==> src/rtl/miriscv_lsu.sv <==
// rtl/miriscv_lsu.sv - load/store unit bridging core memory requests to a gnt/rvalid data bus
// Three-state FSM: IDLE issues directly from core inputs, REQ replays latched request, RESP extracts load data.

module miriscv_lsu (
  input  logic        clk_i,
  input  logic        arstn_i,
  input  logic        lsu_req_i,
  input  logic        lsu_we_i,
  input  logic [2:0]  lsu_size_i,
  input  logic [31:0] lsu_addr_i,
  input  logic [31:0] lsu_data_i,
  output logic [31:0] lsu_data_o,
  output logic        lsu_stall_req_o,
  output logic        lsu_misalign_o,
  output logic        data_req_o,
  output logic        data_we_o,
  output logic [3:0]  data_be_o,
  output logic [31:0] data_addr_o,
  output logic [31:0] data_wdata_o,
  input  logic [31:0] data_rdata_i,
  input  logic        data_gnt_i,
  input  logic        data_rvalid_i
);

  localparam logic [2:0] SZ_B  = 3'd0;
  localparam logic [2:0] SZ_H  = 3'd1;
  localparam logic [2:0] SZ_W  = 3'd2;
  localparam logic [2:0] SZ_BU = 3'd4;
  localparam logic [2:0] SZ_HU = 3'd5;

  typedef enum logic [1:0] {
    ST_IDLE = 2'd0,
    ST_REQ  = 2'd1,
    ST_RESP = 2'd2
  } state_t;

  state_t state_q, state_d;

  logic        we_q;
  logic [2:0]  size_q;
  logic [1:0]  off_q;
  logic [31:0] addr_q;
  logic [3:0]  be_q;
  logic [31:0] wdata_q;

  logic        legal;
  logic        issue;
  logic [3:0]  be_in;
  logic [31:0] wdata_in;
  logic [7:0]  rd_byte;
  logic [15:0] rd_half;
  logic [31:0] load_ext;

  always_comb begin
    legal = 1'b0;
    case (lsu_size_i)
      SZ_B:  legal = 1'b1;
      SZ_H:  legal = ~lsu_addr_i[0];
      SZ_W:  legal = (lsu_addr_i[1:0] == 2'b00);
      SZ_BU: legal = ~lsu_we_i;
      SZ_HU: legal = ~lsu_we_i & ~lsu_addr_i[0];
      default: legal = 1'b0;
    endcase
  end

  // Loads use the same lane enables as an equal-size store
  always_comb begin
    be_in    = 4'b1111;
    wdata_in = lsu_data_i;
    case (lsu_size_i[1:0])
      2'b00: begin
        be_in    = 4'b0001 << lsu_addr_i[1:0];
        wdata_in = {4{lsu_data_i[7:0]}};
      end
      2'b01: begin
        be_in    = 4'b0011 << {lsu_addr_i[1], 1'b0};
        wdata_in = {2{lsu_data_i[15:0]}};
      end
      default: begin
        be_in    = 4'b1111;
        wdata_in = lsu_data_i;
      end
    endcase
  end

  always_comb begin
    rd_byte = data_rdata_i[7:0];
    case (off_q)
      2'd0: rd_byte = data_rdata_i[7:0];
      2'd1: rd_byte = data_rdata_i[15:8];
      2'd2: rd_byte = data_rdata_i[23:16];
      2'd3: rd_byte = data_rdata_i[31:24];
      default: rd_byte = data_rdata_i[7:0];
    endcase
    rd_half = off_q[1] ? data_rdata_i[31:16] : data_rdata_i[15:0];
    case (size_q)
      SZ_B:  load_ext = {{24{rd_byte[7]}}, rd_byte};
      SZ_BU: load_ext = {24'd0, rd_byte};
      SZ_H:  load_ext = {{16{rd_half[15]}}, rd_half};
      SZ_HU: load_ext = {16'd0, rd_half};
      SZ_W:  load_ext = data_rdata_i;
      default: load_ext = 32'd0;
    endcase
  end

  assign issue = (state_q == ST_IDLE) && lsu_req_i && legal;

  // Outputs are gated by arstn_i so everything reads zero while reset is held
  always_comb begin
    state_d         = state_q;
    data_req_o      = 1'b0;
    data_we_o       = 1'b0;
    data_be_o       = 4'b0000;
    data_addr_o     = 32'd0;
    data_wdata_o    = 32'd0;
    lsu_stall_req_o = 1'b0;
    lsu_misalign_o  = 1'b0;
    lsu_data_o      = 32'd0;
    if (arstn_i) begin
      case (state_q)
        ST_IDLE: begin
          if (lsu_req_i) begin
            if (legal) begin
              data_req_o      = 1'b1;
              data_we_o       = lsu_we_i;
              data_be_o       = be_in;
              data_addr_o     = {lsu_addr_i[31:2], 2'b00};
              data_wdata_o    = wdata_in;
              lsu_stall_req_o = 1'b1;
              state_d         = data_gnt_i ? ST_RESP : ST_REQ;
            end else begin
              lsu_misalign_o = 1'b1;
            end
          end
        end
        ST_REQ: begin
          data_req_o      = 1'b1;
          data_we_o       = we_q;
          data_be_o       = be_q;
          data_addr_o     = addr_q;
          data_wdata_o    = wdata_q;
          lsu_stall_req_o = 1'b1;
          if (data_gnt_i) state_d = ST_RESP;
        end
        ST_RESP: begin
          lsu_stall_req_o = ~data_rvalid_i;
          if (data_rvalid_i) begin
            state_d = ST_IDLE;
            if (!we_q) lsu_data_o = load_ext;
          end
        end
        default: state_d = ST_IDLE;
      endcase
    end
  end

  always_ff @(posedge clk_i or negedge arstn_i) begin
    if (!arstn_i) begin
      state_q <= ST_IDLE;
      we_q    <= 1'b0;
      size_q  <= 3'd0;
      off_q   <= 2'd0;
      addr_q  <= 32'd0;
      be_q    <= 4'd0;
      wdata_q <= 32'd0;
    end else begin
      state_q <= state_d;
      if (issue) begin
        we_q    <= lsu_we_i;
        size_q  <= lsu_size_i;
        off_q   <= lsu_addr_i[1:0];
        addr_q  <= {lsu_addr_i[31:2], 2'b00};
        be_q    <= be_in;
        wdata_q <= wdata_in;
      end
    end
  end

endmodule

==> config.mk <==
export PLATFORM = sky130hd
export DESIGN_NAME = miriscv_lsu
export DESIGN_NICKNAME = d
export VERILOG_FILES = /design/src/rtl/miriscv_lsu.sv
export SDC_FILE = /design/constraint.sdc
export NUM_CORES = 1
export LEC_CHECK = 0
export ABC_CLOCK_PERIOD_IN_PS = 5200
export CELL_PAD_IN_SITES_DETAIL_PLACEMENT = 0
export CELL_PAD_IN_SITES_GLOBAL_PLACEMENT = 2
export CORE_MARGIN = 1.5
export CORE_UTILIZATION = 27
export DETAILED_ROUTE_END_ITERATION = 7
export PLACE_DENSITY = 0.85
export SETUP_SLACK_MARGIN = 0.4
export SYNTH_ARGS = -nofsm -noshare
export SYNTH_HDL_FRONTEND = slang
export SYNTH_SLANG_ARGS = --single-unit
export TNS_END_PERCENT = 100
==> constraint.sdc <==
create_clock -name clk_i -period 5.2 [get_ports clk_i]
set_clock_uncertainty 0.05 [all_clocks]
set_input_delay 1.04 -clock clk_i [delete_from_list [all_inputs] [get_ports clk_i]]
set_output_delay 1.04 -clock clk_i [all_outputs]
set_load 0.01 [all_outputs]
# Yosys cells after proc, flatten, opt, wreduce, memory -nomap -nowiden
# Cells that the tools add are included.
# Widths: inputs -> output; s select.
[word_totals] out_inout_bits=104 word_cells=82 memories=0 reg_bits=74 ramBits=0 latch_bits=0 rom_bits=0
[op_classes] magnitude_cmp=0 div=0 eq_ne=18 addsub=0 shift=2 n_bitwise=4 multipliers=0 reduce_logical=9 mux=42
[ops] operator="$mux 32" count=10
[ops] operator="$pmux 32 s2" count=3
[ops] operator="$pmux 32 s5" count=1
[ops] operator="$pmux 8 s4" count=1
[ops] operator="$mux 16" count=1
[ops] operator="$pmux 4 s2" count=2
[ops] operator="$eq 3x3->1 const B" count=4
[ops] operator="$mux 4" count=3
[ops] operator="$mux 1" count=11
[ops] operator="$mux 2" count=5
[ops] operator="$logic_not 2->1" count=4
[ops] operator="$ne 2x2->1 const B" count=4
[ops] operator="$eq 2x1->1 const B" count=3
[ops] operator="$eq 2x2->1 const B" count=3
[ops] operator="$eq 3x1->1 const B" count=2
[ops] operator="$eq 3x2->1 const B" count=2
[ops] operator="$logic_not 3->1" count=2
[ops] operator="$pmux 2 s3" count=1
[ops] operator="$pmux 1 s5" count=1
[ops] operator="$reduce_and 5->1" count=1
[ops] operator="$pmux 1 s2" count=2
[ops] operator="$shl 1x2->4 const A" count=1
[ops] operator="$shl 2x2->4 const A" count=1
[ops] operator="$not 1->1" count=3
[ops] operator="other kinds (3)" count=4

# Depth between registers and ports, before layout
# Gate-level depths: netlist of the first run.
[depth] ltp_word=7 mapped_depth=7

# Worst setup path before layout of the first run
# No wires, ideal clock.
[synth_timing] kind="input-to-output" from="input lsu_size_i[0]" to="output data_wdata_o[14]" path_buffers=2 stages=6 setup_slack_ns=1.868 t_arrival_ns=2.242 required_time_ns=4.110 path_cell_list="buf_6 nor4_4 or2_4 nand3_4 buf_6 o21ai_1"
[synth_via] elab_chain_cells=6
[synth_rtl] element="start, declared" line_no="9" rtl="input logic [2:0] lsu_size_i,"
[synth_rtl] element="$eq 3x3->1, or another cell as far along" line_no="56" rtl="case (lsu_size_i)"
[synth_rtl] element="$pmux 1 s5 or $pmux 32 s2 (tied branches)" line_no="56, 70"
[synth_rtl] element="$mux 32 (*)" line_no="123" rtl="if (legal) begin"
[synth_rtl] element="$mux 32 (*)" line_no="122" rtl="if (lsu_req_i) begin"
[synth_rtl] element="$pmux 32 s2 (*)" line_no="120" rtl="case (state_q)"
[synth_rtl] element="$mux 32 (*)" line_no="119" rtl="if (arstn_i) begin"
[synth_rtl] element="end, declared" line_no="19" rtl="output logic [31:0] data_wdata_o,"
# Mark *: on every way between the ends. The rest lies on a longest branch, timed or not.

# Worst setup path after layout of the first run
[layout_timing] from="input lsu_we_i" to="output data_wdata_o[9]"
[layout_via] elab_chain_cells=7
[layout_rtl] element="start, declared" line_no="8" rtl="input logic lsu_we_i,"
[layout_rtl] element="$not 1->1 (*)" line_no="60, 61"
[layout_rtl] element="$and 1x1->1" line_no="61" rtl="SZ_HU: legal = ~lsu_we_i & ~lsu_addr_i[0];"
[layout_rtl] element="$pmux 1 s5 (*)" line_no="56"
[layout_rtl] element="$mux 32 (*)" line_no="123"
[layout_rtl] element="$mux 32 (*)" line_no="122"
[layout_rtl] element="$pmux 32 s2 (*)" line_no="120"
[layout_rtl] element="$mux 32 (*)" line_no="119"
# Marks and branches as above.

==> results of run 1 <==
[what timing repair did]
action	in CTS	in global routing
setup endpoints to repair	0	3
resized for setup	0	3
hold buffers	0	0
[kinds of logic (layout without fill, tap and decap cells)]
logic type	count (synthesis)	count (layout)
compound gates	180	180
simple gates	130	130
mux	80	80
flops	74	74
buf+inv	46	229
other cells	1	2
[Yosys cell counts (all sizes together) (2+ instances only)]
cell type | count | area share, %
mux2 | 48 | 14
nand3 | 3 | 0.56
nor2b | 3 | 0.38
a22oi | 8 | 1.2
a21oi | 37 | 3.8
a31oi | 2 | 0.25
buf | 25 | 4.2
dfrtp | 74 | 38
a211oi | 7 | 1.1
nor2 | 22 | 1.9
clkbuf | 19 | 1.5
o22ai | 7 | 0.89
o21ai | 72 | 7.8
nor3 | 2 | 0.43
mux2i | 31 | 6.3
a22o | 40 | 7.1
or2 | 2 | 0.31
nand2b | 4 | 0.51
nand2 | 90 | 6.9
[worst paths after layout]
kind | depth (start not counted) | end | start | slack, ps
max in group asynchronous | 2 | addr_q[29] | arstn_i | 3470
setup reg to reg | 4 | addr_q[19] | state_q[1] | 3190
hold / removal | 2 | wdata_q[17] | wdata_q[17] | 430
hold reg to reg | 2 | wdata_q[17] | wdata_q[17] | 430
setup / recovery | 6 | data_wdata_o[9] | lsu_we_i | 530
min in group asynchronous | 1 | we_q | arstn_i | 580
[per-stage QoR]
stage               worst slack [ps]  util (%)
global placement                 479      39.4
finish                           528      40.9
floorplan                       1870         -
CTS                              481      40.9
detailed placement               497      39.4
global route                     400      40.9
[registers in the layout, summed over array words and instances, names as in the netlist]
name and cells:
wdata_q 32, off_q 2, addr_q 30, size_q 3, state_q 2, be_q 4
we_q 1
[tightest hold or removal path, stage by stage (launching register included)]
cell     delay, ps
dfrtp_1        340
nand2_1         50
o21ai_0         60
[layout make-up]
cell class              count  area share, %
clock buffers              10           3.26
clock inverters             5          0.427
inverters                   2          0.102
multi-input cells         392           38.0
flip-flops and latches     74           25.3
well taps                 229           3.91
repair buffers            212           29.0
[routing by layer]
metal  up-vias  track usage [%]
li1       2207                -
met1      2234             20.5
met2       172             28.8
met3        20             5.81
met4         0             5.15
met5         -                0
[where the power goes]
| part | total (mW) | internal, mW | switching, mW | leakage, nW |
|---|---|---|---|---|
| Sequential | 0.933 | 0.775 | 0.157 | 0.897 |
| Clock | 0.568 | 0.331 | 0.236 | 0.134 |
| Combinational | 0.778 | 0.453 | 0.325 | 1.97 |
==> results.py, run 1 <==
metrics = {
    "status": {
        "status": "complete, no violations",
    },
    "global_routing": {
        "grt_use_total_pct": 17.0,
        "antenna_found_initial": 0,
        "grt_max_degree": 90,
        "grt_pass1_vias": 4629,
        "grt_pass1_wl_um": 25100,
        "grt_overflow": 0,
    },
    "final_layout": {
        "final_common_cell": "clkdlybuf4s50_1",
        "drive_above_1_share_pct": 12.5,
        "seq_area_um2": 1850,
        "n_antenna_cell": 0,
        "n_fill_cell": 1755,
        "instances_no_fill": 924,
        "fin_nets": 796,
        "final_cell_mix": "clkdlybuf4s50_1 (205), nand2_1 (90), dfrtp_1 (74)",
        "area_growth_pct": 49.0,
        "multi_input_area_um2": 2790,
        "finalInstanceArea_um2": 7330,
    },
    "synthesis": {
        "postSynthAreaPerCell_um2": 9.63,
        "yosysUniqueCellTypes": 47,
        "yosysSeqAreaShare_pct": 37.6,
        "synth_xor_area_share_pct": 0,
        "netlist_area_um2": 4920,
        "synth.area.mux_share_pct": 20.8,
        "synth_fa_ha_area_share_pct": 0,
        "synthSimpleGateAreaFrac_pct": 12.1,
        "synth-compound-area-share_pct": 23.5,
        "synth_top_family_by_area": "compound AO/OA/AOI/OAI gates",
        "synth_cells": 511,
        "ys_ff_latch": 74,
        "synth_warnings": 0,
        "synth_edf_count": 0,
        "ys_async_sr_fraction_pct": 100,
        "synthFlopType": "dfrtp_1",
    },
    "worst_setup_path": {
        "path_class": "in2out",
        "critPathMostFrequentCell": "clkdlybuf4s50_1",
        "start_kind": "input port",
        "path_delay_family": "buffers and inverters",
        "end_kind": "primary output",
        "worstPathRequired_ps": 4110,
        "crit_buf_inv": 2,
        "crit_chain": "clkdlybuf4s50_1, a221oi_2, or2_4, nand3_4, o21ai_0, clkdlybuf4s50_1",
        "arrival_ps": 3580,
        "slowest_stage": "clkdlybuf4s50_1",
        "max_stage_delay_ps": 600,
        "cp_max_fo": 28,
    },
    "placement": {
        "dpl_cell_area_um2": 7060,
        "post-place-cells": 909,
        "routabilityCongestion": 0.811,
        "hpwl_um": 11600,
        "port_buffers": 206,
    },
    "floorplan": {
        "fp.dieH_um": 138,
        "rows": 49,
        "initial_core_util_pct": 27.5,
        "pin_count": 209,
        "die-width_um": 138,
        "dieArea_um2": 19000,
        "core_area_um2": 17900,
    },
    "route": {
        "drt_iter0_markers": 138,
        "final_antenna_net_count": 0,
        "vias": 4633,
        "wl_per_cell_um": 17.6,
        "top_layer_used": "met4",
        "drc": 0,
        "routed_via_density": 5.01,
        "wl_met2_um": 7800,
        "met3_length_um": 1520,
        "wl_met1_um": 6750,
        "firstDrtPassIters": 4,
        "wirelength_um": 16300,
    },
    "sta": {
        "fin_setup_tns_ps": 0,
        "tightestPinTransition_ps": 1010,
        "rsz0062_at_grt": "no",
        "whs_ps": 427,
        "fin_crit_ps": 4670,
        "setup_viol": 0,
        "period_share_pct": 89.8,
        "fmax_ghz": 0.214,
        "finalHoldViolations": 0,
        "slew_violations": 0,
        "slew_headroom_pct": 32.4,
    },
    "power_and_ir_drop": {
        "ir_worst_vdd_v": 0.000137,
        "power_density_nw_per_um2": 311,
        "p_leak_nw": 3.00,
        "p_total_mw": 2.28,
    },
    "clock_network": {
        "cts_made_buffers": 9,
        "cts_tree": "yes",
        "cts_sinks": 74,
        "clock_path_buffers": 2,
        "clock_latency_ps": 330,
        "cts_root_buf": "clkbuf_16",
        "htree_levels": 3,
        "post-cts-setup-buffer-count": 0,
        "path_clk_slew_ps": 60,
    },
    "min_path": {
        "hold_path_class": "reg2reg",
    },
    "run": {
        "maxCapViolCount": 0,
    },
}
No activity file was read; power rests on OpenSTA's default activity.
==> inputs of run 2 (changes only) <==
--- a/config.mk
+++ b/config.mk
@@ -8,11 +8,13 @@
 export ABC_CLOCK_PERIOD_IN_PS = 5200
 export CELL_PAD_IN_SITES_DETAIL_PLACEMENT = 0
 export CELL_PAD_IN_SITES_GLOBAL_PLACEMENT = 2
+export CORE_ASPECT_RATIO = 2
 export CORE_MARGIN = 1.5
 export CORE_UTILIZATION = 27
 export DETAILED_ROUTE_END_ITERATION = 7
 export PLACE_DENSITY = 0.85
 export SETUP_SLACK_MARGIN = 0.4
+export SLEW_MARGIN = 5
 export SYNTH_ARGS = -nofsm -noshare
 export SYNTH_HDL_FRONTEND = slang
 export SYNTH_SLANG_ARGS = --single-unit
==> results.py, run 2 (synthesis gave the netlist of run 1 again) <==
metrics = {
    "sta": {
        "fmax_ghz": 0.215,
        "slew_violations": 0,
        "period_share_pct": 89.3,
        "setup_viol": 0,
        "rsz0062_at_grt": "no",
        "setup_slack_ps": 554,
        "fin_crit_ps": 4650,
        "finalHoldViolations": 0,
        "tightestPinTransition_ps": 1020,
        "fin_setup_tns_ps": 0,
        "slew_headroom_pct": 32.2,
    },
    "min_path": {
        "hold_path_class": "reg2reg",
        "hold-path-cell-count": 2,
    },
    "floorplan": {
        "core_area_um2": 17800,
        "fp.dieH_um": 194,
        "dieArea_um2": 19100,
        "rows": 69,
        "pin_count": 209,
        "die-width_um": 98.4,
        "initial_core_util_pct": 27.7,
    },
    "worst_setup_path": {
        "reg2reg_depth": 4,
        "worstPathRequired_ps": 4110,
        "cp_max_fo": 28,
        "start_kind": "input port",
        "end_kind": "primary output",
        "path_class": "in2out",
        "arrival_ps": 3560,
    },
    "final_layout": {
        "fin_nets": 798,
        "area_growth_pct": 49.5,
        "instances_no_fill": 911,
        "drive_above_1_share_pct": 12.8,
        "top_regs": "wdata_q x32, addr_q x30, be_q x4",
        "largest_register_ffs": 32,
        "regMostFlops": "wdata_q",
        "final_cell_mix": "clkdlybuf4s50_1 (205), nand2_1 (90), dfrtp_1 (74)",
        "final_common_cell": "clkdlybuf4s50_1",
        "n_antenna_cell": 0,
    },
    "status": {
        "status": "complete, no violations",
    },
    "route": {
        "drc": 0,
        "vias": 4736,
        "routed_via_density": 5.20,
        "firstDrtPassIters": 4,
        "wirelength_um": 17500,
        "wl_per_cell_um": 19.2,
        "final_antenna_net_count": 0,
        "drt_iter0_markers": 167,
    },
    "clock_network": {
        "cts_root_buf": "clkbuf_16",
        "cts_resized": 0,
        "postCtsHoldBufs": 0,
        "cts_tree": "yes",
        "cts_sinks": 74,
        "clock_path_buffers": 2,
        "htree_levels": 3,
        "cts_made_buffers": 9,
        "post-cts-setup-buffer-count": 0,
        "path_clk_slew_ps": 50,
        "clock_latency_ps": 330,
    },
    "power_and_ir_drop": {
        "pwr-share-comb_pct": 33.6,
        "p_clk_share_pct": 26.7,
        "seqPwrFrac_pct": 39.7,
        "p_sw_mw": 0.729,
        "ir_worst_vdd_v": 0.000180,
        "power_density_nw_per_um2": 319,
        "p_sw_share_pct": 31.1,
        "intPower_mw": 1.61,
        "p_leak_nw": 3.02,
    },
    "placement": {
        "routabilityCongestion": 0.806,
        "port_buffers": 206,
        "post-place-cells": 895,
        "post-place-ws_ps": 523,
        "hpwl_um": 13200,
    },
    "global_routing": {
        "antenna_found_initial": 1,
        "grt_pass1_wl_um": 27300,
        "grt_max_degree": 64,
        "grt_use_total_pct": 18.2,
        "grt_pass1_vias": 4873,
        "grt_overflow": 0,
    },
    "run": {
        "maxCapViolCount": 0,
    },
}
## run 2: final timing paths
check | end | start | slack, ps
max | data_wdata_o[26] | lsu_addr_i[0] | 550
min | wdata_q[27] | wdata_q[27] | 430
max reg2reg | addr_q[18] | state_q[1] | 3190
min reg2reg | wdata_q[27] | wdata_q[27] | 430
max in group asynchronous | addr_q[8] | arstn_i | 3460
min in group asynchronous | state_q[1] | arstn_i | 530
## run 2: final cells by class
| type | instances | area, µm² |
|---|---|---|
| Timing Repair Buffer | 214 | 2140 |
| Fill cell | 1742 | 10400 |
| Multi-Input combinational cell | 392 | 2790 |
| Inverter | 2 | 7.51 |
| Tap cell | 213 | 267 |
| Sequential cell | 74 | 1850 |
| Clock inverter | 5 | 53.8 |
| Clock buffer | 11 | 243 |
## run 2: worst max-delay path, cell delays in order
cell	delay, ps
clkdlybuf4s50_1	530
a221oi_2	460
or2_4	230
nand3_4	300
o21ai_1	390
clkdlybuf4s50_1	600
## run 2: power by group through the flow
stage | sequential [mW] | combinational [mW] | clock [mW]
after floorplan | 0.871 | 0.537 | 0
after global placement | 0.927 | 0.775 | 0
after detailed placement | 0.933 | 0.794 | 0
after CTS | 0.930 | 0.795 | 0.643
after global routing | 0.961 | 0.857 | 0.669
final | 0.931 | 0.786 | 0.625
## run 2: layer usage
metal	global-route usage (%)	vias to the layer above	part of all wire, %
met1	19.1	2313	36
li1	-	2217	-
met5	0	-	0.091
met2	34.3	168	55
met3	3.06	36	4.9
met4	8.40	2	3.9
## run 2: stage by stage
stage                     hold WS [ps]  instance area (µm²)  power (mW)  util (%)
after floorplan                    400                 4920        1.41         -
after global placement             412                 7060        1.70      39.7
final                              427                 7350        2.34      41.3
after detailed placement           421                 7060        1.73      39.7
after global routing               460                 7350        2.49      41.3
after CTS                          433                 7350        2.37      41.3
